===== config.mk =====
export PLATFORM = sky130hd
export DESIGN_NAME = card_bus_arbiter
export DESIGN_NICKNAME = d
export VERILOG_FILES = /design/src/rtl/a2fpga_pkg.sv /design/src/rtl/prio_encoder.sv /design/src/rtl/card_bus_arbiter.sv
export SDC_FILE = /design/constraint.sdc
export NUM_CORES = 1
export LEC_CHECK = 0
export ABC_AREA = 1
export ABC_CLOCK_PERIOD_IN_PS = 1600
export CAP_MARGIN = 20
export CORE_ASPECT_RATIO = 1.25
export CORE_MARGIN = 3
export CORE_UTILIZATION = 42
export CTS_BUF_LIST = sky130_fd_sc_hd__clkbuf_4
export DETAILED_ROUTE_END_ITERATION = 16
export PLACE_DENSITY = 0.82
export SETUP_SLACK_MARGIN = 0.3
export SYNTH_ARGS = -nofsm -noshare
export SYNTH_HDL_FRONTEND = slang
export SYNTH_SLANG_ARGS = --single-unit

===== constraint.sdc =====
create_clock -name clk_logic -period 1.6 [get_ports clk_logic]
set_clock_uncertainty 0.2 [all_clocks]
set_input_delay 0.16 -clock clk_logic [delete_from_list [all_inputs] [get_ports clk_logic]]
set_output_delay 0.16 -clock clk_logic [all_outputs]
set_load 0.01 [all_outputs]

===== src/rtl/a2fpga_pkg.sv =====
// Shared a2fpga definitions: bus arbiter FSM states and the lowest-set-bit helper
// used by the card bus arbiter and slotmaker.
package a2fpga_pkg;

    localparam int MAX_CARDS = 8;
    localparam int MAX_IDX_W = 3;

    typedef enum logic {
        ST_IDLE  = 1'b0,
        ST_DRIVE = 1'b1
    } arb_state_t;

    // Lowest set bit wins; an all-zero vector returns 0.
    function automatic logic [MAX_IDX_W-1:0] lowest_set_idx(input logic [MAX_CARDS-1:0] v);
        lowest_set_idx = '0;
        for (int i = MAX_CARDS - 1; i >= 0; i--) begin
            if (v[i]) lowest_set_idx = MAX_IDX_W'(i);
        end
    endfunction

endpackage


===== src/rtl/prio_encoder.sv =====
// Combinational lowest-index priority encoder with a valid flag.
module prio_encoder
    import a2fpga_pkg::*;
#(
    parameter int NUM_CARDS = 3,
    parameter int IDX_W     = 2
) (
    input  logic [NUM_CARDS-1:0] req,
    output logic [IDX_W-1:0]     idx,
    output logic                 valid
);

    logic [MAX_CARDS-1:0] req_pad;

    assign req_pad = MAX_CARDS'(req);
    assign idx     = IDX_W'(lowest_set_idx(req_pad));
    assign valid   = |req;

endmodule


===== src/rtl/card_bus_arbiter.sv =====
// Non-preemptive fixed-priority read-bus arbiter for the virtual slot cards,
// plus the registered interrupt aggregation that replaces the board-level OR-trees.
module card_bus_arbiter
    import a2fpga_pkg::*;
#(
    parameter int NUM_CARDS  = 3,
    parameter int DATA_WIDTH = 8,
    parameter int CNT_WIDTH  = 8,
    localparam int OWNER_W   = (NUM_CARDS > 1) ? $clog2(NUM_CARDS) : 1
) (
    input  logic                            clk_logic,
    input  logic                            reset,
    input  logic [NUM_CARDS-1:0]            card_rd_en_i,
    input  logic [NUM_CARDS*DATA_WIDTH-1:0] card_data_i,
    input  logic [NUM_CARDS-1:0]            card_irq_n_i,
    input  logic [NUM_CARDS-1:0]            card_enable_i,
    input  logic [NUM_CARDS-1:0]            irq_mask_i,
    input  logic                            conflict_clr_i,
    output logic                            data_out_en_o,
    output logic [DATA_WIDTH-1:0]           data_out_o,
    output logic [OWNER_W-1:0]              owner_o,
    output logic                            irq_n_o,
    output logic [NUM_CARDS-1:0]            irq_pending_o,
    output logic [CNT_WIDTH-1:0]            conflict_count_o
);

    arb_state_t             state;
    logic [NUM_CARDS-1:0]   req;
    logic [NUM_CARDS-1:0]   irq_act;
    logic [OWNER_W-1:0]     enc_idx;
    logic                   enc_vld;
    logic [OWNER_W-1:0]     sel;
    logic [DATA_WIDTH-1:0]  sel_data;
    logic                   contended;
    logic                   owner_held;

    assign req     = card_rd_en_i & card_enable_i;
    assign irq_act = ~card_irq_n_i & ~irq_mask_i & card_enable_i;

    prio_encoder #(
        .NUM_CARDS (NUM_CARDS),
        .IDX_W     (OWNER_W)
    ) u_prio_encoder (
        .req   (req),
        .idx   (enc_idx),
        .valid (enc_vld)
    );

    // In IDLE the winner's data is captured on the grant edge, so the bus
    // carries valid data in the same cycle data_out_en_o rises.
    assign sel        = (state == ST_IDLE) ? enc_idx : owner_o;
    assign sel_data   = card_data_i[sel*DATA_WIDTH +: DATA_WIDTH];
    assign contended  = |(req & (req - 1'b1));
    assign owner_held = req[owner_o];

    always_ff @(posedge clk_logic) begin
        if (reset) begin
            state            <= ST_IDLE;
            data_out_en_o    <= 1'b0;
            data_out_o       <= '0;
            owner_o          <= '0;
            conflict_count_o <= '0;
        end else begin
            case (state)
                ST_IDLE: begin
                    if (enc_vld) begin
                        state         <= ST_DRIVE;
                        owner_o       <= enc_idx;
                        data_out_en_o <= 1'b1;
                        data_out_o    <= sel_data;
                    end else begin
                        data_out_en_o <= 1'b0;
                        data_out_o    <= '0;
                    end
                end
                ST_DRIVE: begin
                    // Release takes a full cycle; no re-arbitration until back in IDLE.
                    if (owner_held) begin
                        data_out_o <= sel_data;
                    end else begin
                        state         <= ST_IDLE;
                        data_out_en_o <= 1'b0;
                        data_out_o    <= '0;
                    end
                end
                default: state <= ST_IDLE;
            endcase

            if (conflict_clr_i)
                conflict_count_o <= '0;
            else if (state == ST_IDLE && enc_vld && contended && conflict_count_o != '1)
                conflict_count_o <= conflict_count_o + 1'b1;
        end
    end

    always_ff @(posedge clk_logic) begin
        if (reset) begin
            irq_pending_o <= '0;
            irq_n_o       <= 1'b1;
        end else begin
            irq_pending_o <= irq_act;
            irq_n_o       <= ~|irq_act;
        end
    end

endmodule

==> results.ini <==
[sta]
grt_setup_unrepaired = true
clock.fmax_mhz = 634
fin_ws_ns = 0.0216
fin_crit_sh_pct = 98.6
final-setup-viol-count = 0
min_period_ns = 1.58
fin_tns_setup_ns = 0
slew_headroom_pct = 72.6
tightestPinTransition_ns = 0.406
hold_slack_ns = 0.0885
finalHoldViolCount = 0
report.final.slew_viol_count = 0

[critical_path]
worstPathArrival_ns = 1.66
r2r_slack_ns = 0.02
cp_max_fo = 7
end_kind = flip-flop
path_class = reg -> reg
cp.required_ns = 1.68
startpoint_type = flip-flop

[routing]
via_count = 1796
antenna_left = 0
wl_mm = 6.09
vias_per_cell = 5.72
routedWlPerCell_um = 19.4
firstDrtPassIters = 4
drt_iter0_drc = 102
post-route-drc-count = 0

[synthesis]
ys_top_cells_by_area = dfxtp_1 37%, nand2_1 17%, nand3_1 9.3%
synth_area_mm2 = 0.00128
synth.avg_cell_area_um2 = 6.95
ys_types = 26
ys_warn_count = 0
postSynth.asyncResetShare_pct = 0
synth_ff_type = dfxtp_1
syn-instance-count = 185
yosysTopAreaCellShare_pct = 37.4
synth_top_area_cell = dfxtp_1
synth_nets = 225
synth-edff-count = 0
yosysSeqAreaShare_pct = 37.4
synth_seq_cells = 24

[pwr]
power_frac_comb_pct = 36.6
intPower_mw = 0.981
p_clk_share_pct = 21.0
vdd.ir_drop.worst_mv = 0.556
seqPwrFrac_pct = 42.3
power_mw = 1.52
p_sw_mw = 0.541
powerDensity_mw_per_mm2 = 603
swShare_pct = 35.5
leakagePower_nw = 1.18

[global_route]
antenna_found_initial = 0
grt_pass1_wl_mm = 7.93
grt_use_total_pct = 27.1
gr-total-overflow = 0
grt_max_degree = 14
grt_pass1_vias = 1722

[finish]
regArea_um2 = 519
finalInstanceArea_mm2 = 0.00253
diodes = 0
final_core_util_pct = 89.9
drive_above_1_share_pct = 44.6
final_nets = 321
multi_input_area_mm2 = 0.00106
fillCellCount = 131
area_growth_pct = 96.6
final_cells = 314

[floorplan]
die_w_um = 55.5
initial_utilization_pct = 45.7
coreArea_mm2 = 0.00281
rows = 21
fp.dieArea_mm2 = 0.00376
ios = 62
die_h_um = 67.8

[clocking]
clkTransAtPathRegs_ns = 0.15
insertion_delay_ns = 0.34
cts_root_buf = clkbuf_4
cts.sinks = 24
cts-htree-levels = 1
cts_hold_buf = 0
max-clock-path-buffers = 2
cts_inserted_buffers = 3
cts_tree = done

[placement]
dp.cells = 284
placed_cell_area_mm2 = 0.00200
pre_cts_slack_ns = -0.215
place_congestion = 0.791
dp_hpwl_mm = 2.71
port_buffers = 61

[outcome]
run_status = finished, final reports clean

[flow_run]
cap_violations = 0

[worst_hold_path]
hold_path_class = in -> reg

[worst max-delay path, cell delays in order (launching register included)]
cell and delay (ns):
dfxtp_4 0.39, ha_4 0.17, nand3_4 0.08, clkinv_4 0.06
nand2_4 0.08, inv_2 0.05, nor2_4 0.17, buf_4 0.14
nand2_1 0.05, a21oi_1 0.12
[cell type report]
class / count / area share (%)
Clock buffer: 4 / 1.19
Inverter: 23 / 4.41
Multi-Input combinational cell: 140 / 42.0
Sequential cell: 24 / 20.6
Tap cell: 34 / 1.68
Timing Repair Buffer: 89 / 30.2
[sequential cells by signal, summed over array words and instances (netlist names)]
name and count:
data_out_en_o 1, irq_pending_o 3, data_out_o 8, owner_o 2, state 1, irq_n_o 1, conflict_count_o 8
[layer usage]
layer | track usage, % | vias to the layer above | wire length (µm)
li1 | - | 798 | -
met1 | 27.5 | 852 | 2090
met2 | 51.5 | 115 | 3290
met3 | 4.53 | 31 | 399
met4 | 17.9 | 0 | 306
met5 | 0 | - | 0
[cells in the mapped netlist (all sizes together) (2+ instances only)]
| cell | n |
|---|---|
| a21oi | 12 |
| dfxtp | 24 |
| inv | 22 |
| nand2 | 63 |
| nand3 | 27 |
| nand3b | 7 |
| nand4 | 2 |
| nor2 | 13 |
| nor4b | 3 |
| o21ai | 5 |
| xnor2 | 2 |
[power groups by stage]
stage                     logic (mW)  registers [mW]  clock network, mW
after detailed placement       0.368           0.658                  0
after CTS                      0.456           0.640              0.294
after global placement         0.362           0.658                  0
final                          0.558           0.644              0.320
after global routing           0.585           0.647              0.337
after floorplan                0.151           0.673                  0
[path summary, 6_finish.rpt]
| check | startpoint | to | cells after the start |
|---|---|---|---|
| setup / recovery | conflict_count_o[0] | conflict_count_o[0] | 9 |
| hold / removal | card_enable_i[1] | irq_pending_o[1] | 2 |
| setup reg to reg | conflict_count_o[0] | conflict_count_o[0] | 9 |
| hold reg to reg | conflict_count_o[0] | conflict_count_o[0] | 2 |
[layout by cell type, fill, tap and decap left out, types with 3 or more instances in the layout]
cell | synthesis | routed
a21oi_1 | 11 | 7
a21oi_2 | 1 | 4
buf_2 | 0 | 5
buf_4 | 0 | 23
buf_6 | 0 | 6
clkbuf_2 | 0 | 9
clkbuf_4 | 0 | 4
clkdlybuf4s15_1 | 0 | 6
clkdlybuf4s50_1 | 0 | 33
dfxtp_1 | 24 | 13
dfxtp_4 | 0 | 10
dlygate4sd2_1 | 0 | 7
inv_1 | 18 | 17
inv_2 | 3 | 3
nand2_1 | 57 | 39
nand2_2 | 3 | 6
nand2_4 | 3 | 17
nand2_8 | 0 | 3
nand3_1 | 24 | 8
nand3_2 | 2 | 15
nand3_4 | 1 | 4
nand3b_1 | 7 | 7
nor2_1 | 12 | 6
nor2_2 | 0 | 6
nor4b_1 | 3 | 3
[logic make-up after synthesis]
| logic type | synth area share, % |
|---|---|
| simple gates | 44.9 |
| flops | 37.4 |
| buf+inv | 6.91 |
| compound gates | 7.79 |
| xor+xnor | 2.05 |
| fa+ha+maj | 0.974 |
[timing repair]
| action | CTS | global route |
|---|---|---|
| gates resized for setup | 114 | 61 |
| pin swaps | 32 | 11 |
| setup endpoints to repair | 41 | 41 |
| cloned | 2 | 0 |
| setup buffers | 17 | 7 |
| endpoints found under the hold margin | 0 | 0 |
(Power assumes the default switching activity.)
